==> config.mk <==
export PLATFORM = sky130hd
export DESIGN_NAME = mask_scan_ctrl
export DESIGN_NICKNAME = d
export VERILOG_FILES = /design/src/rtl/mask_scan_ctrl.sv
export SDC_FILE = /design/constraint.sdc
export NUM_CORES = 1
export LEC_CHECK = 0
export ABC_AREA = 1
export CORE_MARGIN = 2
export CORE_UTILIZATION = 35
export DETAILED_ROUTE_END_ITERATION = 8
export PLACE_DENSITY = 0.66
export SLEW_MARGIN = 10
export SYNTH_ARGS = -nofsm -noshare
export SYNTH_HDL_FRONTEND = slang
export SYNTH_SLANG_ARGS = --single-unit
==> constraint.sdc <==
create_clock -name clk -period 2.9 [get_ports clk]
set_input_delay 0.29 -clock clk [delete_from_list [all_inputs] [get_ports clk]]
set_output_delay 0.29 -clock clk [all_outputs]
set_load 0.05 [all_outputs]
==> src/rtl/mask_scan_ctrl.sv <==
// rtl/mask_scan_ctrl.sv - raster-scan mask controller: ROM address counters, masked pixel register
// One pixel per cycle through a single output register; backpressure stalls scan and input.
module mask_scan_ctrl #(
   parameter int COLS = 160,
   parameter int ROWS = 120
) (
   input  logic        clk,
   input  logic        rst_n,
   input  logic        start,
   input  logic        mask_en,
   input  logic [11:0] in_pixel,
   input  logic        in_valid,
   output logic        in_ready,
   output logic [6:0]  rom_row,
   output logic [7:0]  rom_col,
   input  logic [11:0] rom_data,
   output logic [11:0] out_pixel,
   output logic        out_valid,
   input  logic        out_ready,
   output logic        out_last,
   output logic        busy,
   output logic        frame_done
);

   typedef enum logic [1:0] {S_IDLE, S_RUN, S_DRAIN} state_t;

   localparam logic [7:0] COL_LAST = 8'(COLS - 1);
   localparam logic [6:0] ROW_LAST = 7'(ROWS - 1);

   state_t      state_q, state_d;
   logic [6:0]  row_q, row_d;
   logic [7:0]  col_q, col_d;
   logic [11:0] out_pixel_q, out_pixel_d;
   logic        out_valid_q, out_valid_d;
   logic        out_last_q, out_last_d;
   logic        frame_done_q, frame_done_d;

   logic accept;
   logic out_hs;
   logic last_px;

   assign accept  = in_valid & in_ready;
   assign out_hs  = out_valid_q & out_ready;
   assign last_px = (row_q == ROW_LAST) && (col_q == COL_LAST);

   always_ff @(posedge clk or negedge rst_n) begin
      if (!rst_n) begin
         state_q <= S_IDLE;
      end else begin
         state_q <= state_d;
      end
   end

   always_comb begin
      state_d = state_q;
      case (state_q)
         S_IDLE:  if (start) state_d = S_RUN;
         S_RUN:   if (accept && last_px) state_d = S_DRAIN;
         S_DRAIN: if (out_hs && out_last_q) state_d = S_IDLE;
         default: state_d = S_IDLE;
      endcase
   end

   always_comb begin
      in_ready = (state_q == S_RUN) && (!out_valid_q || out_ready);
      busy     = (state_q == S_RUN) || (state_q == S_DRAIN);
   end

   always_comb begin
      row_d        = row_q;
      col_d        = col_q;
      out_pixel_d  = out_pixel_q;
      out_valid_d  = out_valid_q;
      out_last_d   = out_last_q;
      frame_done_d = out_hs && out_last_q;
      if ((state_q == S_IDLE) && start) begin
         row_d = 7'd0;
         col_d = 8'd0;
      end
      if (accept) begin
         out_pixel_d = mask_en ? (in_pixel & rom_data) : in_pixel;
         out_valid_d = 1'b1;
         out_last_d  = last_px;
         // Column wraps into the next row; the frame's last pixel returns the scan to 0/0.
         if (col_q == COL_LAST) begin
            col_d = 8'd0;
            row_d = (row_q == ROW_LAST) ? 7'd0 : row_q + 7'd1;
         end else begin
            col_d = col_q + 8'd1;
         end
      end else if (out_hs) begin
         out_valid_d = 1'b0;
         out_last_d  = 1'b0;
      end
   end

   always_ff @(posedge clk or negedge rst_n) begin
      if (!rst_n) begin
         row_q        <= 7'd0;
         col_q        <= 8'd0;
         out_pixel_q  <= 12'd0;
         out_valid_q  <= 1'b0;
         out_last_q   <= 1'b0;
         frame_done_q <= 1'b0;
      end else begin
         row_q        <= row_d;
         col_q        <= col_d;
         out_pixel_q  <= out_pixel_d;
         out_valid_q  <= out_valid_d;
         out_last_q   <= out_last_d;
         frame_done_q <= frame_done_d;
      end
   end

   assign rom_row    = row_q;
   assign rom_col    = col_q;
   assign out_pixel  = out_pixel_q;
   assign out_valid  = out_valid_q;
   assign out_last   = out_last_q;
   assign frame_done = frame_done_q;

endmodule

* Word-level counts from Yosys, hierarchy flattened *
Index checks and enable logic that the tools add are counted.
W data, S select, Z words.

storage, ports and cells
  flip-flop bits (word level) = 32
  latch bits = 0
  memory bits (writable) = 0
  ROM bits = 0
  input port bits = 30
  output and inout bits = 32
  logic and storage cells = 46
  memories kept = 0

operators by class
  add/subtract/negate cells = 2
  multipliers = 0
  div/mod/pow operators = 0
  $lt $le $gt $ge = 0
  eq/ne operators = 7
  shift-type cells = 0
  muxes and demuxes = 15
  bitwise logic cells = 3
  reductions and logical operators = 12

operators with widths
  kind                   count
  $mux W7                4
  $mux W8                3
  $and A12 B12 Y12       1
  $mux W12               1
  $add A8 B1 Y8 const B  1
  $eq A8 B8 Y1 const B   1
  $add A7 B1 Y7 const B  1
  $eq A7 B7 Y1 const B   1
  $mux W2                3
  $ne A2 B2 Y1 const B   3
  $pmux W2 S3            1
  $logic_and A1 B1 Y1    5
  $reduce_bool A2 Y1     2
  $mux W1                3
  $reduce_and A3 Y1      1
  $and A1 B1 Y1          2
  $eq A2 B1 Y1 const B   1
  $eq A2 B2 Y1 const B   1
  $logic_not A2 Y1       1
  $logic_or A1 B1 Y1     2
  $logic_not A1 Y1       1

* Logic depth before layout (Yosys ltp) *
  depth after elaboration = 7
  mapped depth = 9
  depth with buffers taken out = 9

* Least setup slack after synthesis *
No wires, ideal clock.

  path kind = reg2reg
  from = reg row_q[0] (netlist: rom_row[0])
  to = reg state_q[0]
  library setup time = 117 ps
  arrival = 1581 ps
  data required time = 2783 ps
  path slack = 1202 ps
  cell stages (with the launch flop) = 9
  path buffers = 0
  clock period less this slack = 1698 ps
  cell sequence = dfrtp_1 ha_1 nand3_2 nor2_4 nand3_2 nand2_2 nand2_2 nand2_1 nand2_1

between the ends
  longest elaborated chain between the ends = 5

RTL lines
  element                      line  text
  start: declaration           31    logic [6:0] row_q, row_d;
  start signal: assignment     106   row_q <= row_d;
  $eq A7 B7 Y1                 44    assign last_px = (row_q == ROW_LAST) && (col_q == COL_LAST);
  $logic_and A1 B1 Y1          44
  $logic_and A1 B1 Y1          58    S_RUN: if (accept && last_px) state_d = S_DRAIN;
  $ne A2 B2 Y1 (no line)       n/a
  $reduce_and A3 Y1 (no line)  n/a
  end signal: assignment       50    state_q <= state_d;
  end: declaration             30    state_t state_q, state_d;

Every way passes these cells.
A chain may end at the register's enable or synchronous reset.

* Worst setup path in the final report *
  from = reg state_q[1]
  to = out in_ready

between the ends
  longest elaborated chain between the ends = 2

RTL lines
  element              line  text
  $eq A2 B1 Y1         65    in_ready = (state_q == S_RUN) && (!out_valid_q || out_ready);
  $logic_and A1 B1 Y1  65
  end: declaration     13    output logic in_ready,

Every way passes these cells.

==> flow_summary_export.csv <==
group,metric,value,unit
floorplanning,fp.coreArea,4690,um^2
clock_tree,post_cts_resized,0,
sta,max_slew_margin,0.647,
clock_tree,cts_buffers,5,
yosys,synth_compound_area_frac,0.132,
yosys,yosys.cell_count.top_type,"nand2_1",
place,io_buffers,61,
yosys,synthCells,190,
sta,fin_skew,4.06,ps
job,drv_cap,0,
detailed_routing,ant_nets,0,
yosys,synth_area_leaders,"dfrtp_1, nand2_1, nand3_1",
layout,diodes,0,
detailed_routing,num_vias,1457,
sta,fin_crit_sh,0.779,
yosys,ys_ff_latch,32,
floorplanning,ioPinCount,62,
clock_tree,cts.sinks,32,
floorplanning,start_util,0.359,
yosys,synth-async-reset-ratio,1.00,
yosys,ys.warnings.count,0,
yosys,synth_cell_types,26,
setup_path,cp-startpoint,"state_q[1]",
setup_path,critical_path.startpoint_type,"flop",
detailed_routing,viasPerCell,4.70,
pwr,finalPower,2050,uW
floorplanning,die-area,5380,um^2
yosys,netlist_area,1680,um^2
clock_tree,clock_path_buffers,2,
place,hpwlAfterDp,2730,um
pwr,seq_power_share,0.306,
layout,layout-drive-gt1-share,0.0898,
grt,first_global_vias,1375,
grt,grt_max_degree,33,
detailed_routing,drc,0,
layout,nets,292,
floorplanning,die-width,73.3,um
sta,final.min_clock_period,2260,ps
setup_path,reg2reg_from,"state_q[1]",
detailed_routing,drt_first_pass_iters,4,
yosys,synth_top_family_by_area,"simple AND/OR/NAND/NOR gates",
grt,gr-usage-met2,0.251,
floorplanning,num_rows,25,
yosys,synthMuxAreaShare,0,
yosys,synth_edf_count,0,
sta,fmax,442,MHz
clock_tree,cts_setup_buffers,0,
place,place_congestion,0.775,
yosys,synth_xor_area_frac,0.0208,
yosys,avgSynthCellArea,8.86,um^2
pwr,swShare,0.444,
clock_tree,htree_num_levels,2,
pwr,clockPowerShare,0.206,
yosys,synth_top_cell_area_share,0.476,
grt,antenna_found_initial,0,
grt,grtUsageMet1,0.192,
grt,grt_usage,0.154,
grt,grt_first_pass_wirelength,6300,um
clock_tree,cts_hold_buf,0,
sta,hold_viol,0,
layout,num-fill-cells,448,
layout,seq_area,801,um^2
layout,area.growth.synth_to_final,44.9,%
pwr,irDropWorstVdd,0.545,mV
yosys,yosys.area_share.simple,0.248,
pwr,power.switching,912,uW
layout,fin_cells,310,
clock_tree,cts-root-buf,"clkbuf_8",
pwr,pwr-share-comb,0.487,
pwr,internal_power,1140,uW
detailed_routing,wire_per_inst,11.7,um
grt,use_met3,0.0425,
pwr,powerDensity,842,nW/um^2
yosys,synthAdderAreaFrac,0.0520,
sta,fin_setup_tns,0,ps
clock_tree,cts_tree,"done",
floorplanning,die_h,73.3,um
layout,fin_util,0.520,
sta,worst_slew_pin_slew,529,ps
setup_path,worst_ep_arrival_time,1970,ps
sta,rsz0062_at_grt,"false",
clock_tree,clk_pin_slew,70,ps
yosys,yosysSeqAreaShare,0.476,
detailed_routing,drt_iter0_markers,118,
clock_tree,clk_latency,290,ps
pwr,power_leakage,0.00112,uW
grt,busiest_layer,"met2",
setup_path,critPathMaxFanout,4,
detailed_routing,wirelength,3640,um
setup_path,critPathRequiredTime,2610,ps
worst_hold_path,hp-class,"in -> async",
layout,multi_input_area,762,um^2
setup_path,critical_path_class,"reg -> out",
sta,holdWs,392,ps
grt,grt_overflow,0,
yosys,yosys-top-cells-count,"nand2_1, dfrtp_1, nand3_1",
place,dpl.cell_count,302,
sta,finalMaxSlewViolations,0,
status,status,"complete, no violations",
setup_path,endpoint_kind,"primary output",
yosys,synth-main-ff-cell,"dfrtp_1",
yosys,yosys.area.top_type,"dfrtp_1",
yosys,synth_nets,227,
sta,setup_violations,0,
## critical path: stages (launching register included)
cell	delay, ps
dfrtp_1	390
inv_1	120
ha_1	210
nand2_2	110
inv_1	70
clkdlybuf4s50_1	790
## cell families (layout without fill, tap and decap cells)
group	after synthesis	after routing
xor+xnor	4	4
buf+inv	26	92
simple gates	79	79
flops	32	32
compound gates	42	42
fa+ha+maj	7	7
## per-stage QoR
step,setup WS (ps),area [um^2]
4_1_cts,617,2440
2_1_floorplan,1200,1680
3_5_place_dp,723,2330
3_3_place_gp,710,2330
5_1_grt,535,2440
6_report,640,2440
## final timing paths
check	cells past startpoint	to	slack (ps)
worst min-delay path	2	rom_col[5]	390
worst max register to register	7	rom_col[4]	1190
worst min register to register	2	out_pixel[7]	490
max in group asynchronous	2	rom_row[0]	2210
min in group clk	2	out_pixel[7]	490
worst max-delay path	5	in_ready	640
## layer usage
layer | vias up | part of all wire
met4 | 0 | 0.018
met1 | 659 | 0.44
met2 | 33 | 0.49
met5 | - | 0
li1 | 759 | -
met3 | 6 | 0.053
## power by group through the flow
stage / clock [uW] / sequential, uW / combinational [uW]
floorplan: 0 / 962 / 374
global placement: 0 / 634 / 1010
detailed placement: 0 / 638 / 1010
CTS: 433 / 630 / 1020
global route: 457 / 647 / 1080
finish: 423 / 629 / 1000
## registers in the layout, indices dropped and copies added (netlist names)
| signal | flops |
|---|---|
| out_pixel | 12 |
| state_q | 2 |
| rom_col | 8 |
| rom_row | 7 |
| frame_done | 1 |
| out_valid | 1 |
| out_last | 1 |
## layout make-up
cell class	instances	area share
flip-flops and latches	32	0.328
multi-input cells	132	0.312
repair buffers	62	0.253
inverters	22	0.0339
clock buffers	6	0.0298
well taps	54	0.0277
clock inverters	2	0.0144
## cells in the final DEF (no fill, tap or decap), types with 3 or more instances in the layout
master and n:
dfrtp_1 32, nand3_1 22, nand2_1 39, clkbuf_8 5
inv_1 20, o21ai_1 17, o21ai_0 19, nand2_2 4
nor2_1 3, nand3_2 3, xor2_1 3, ha_1 7
clkdlybuf4s50_1 61
Note: power is estimated with default switching activity, not from simulation.
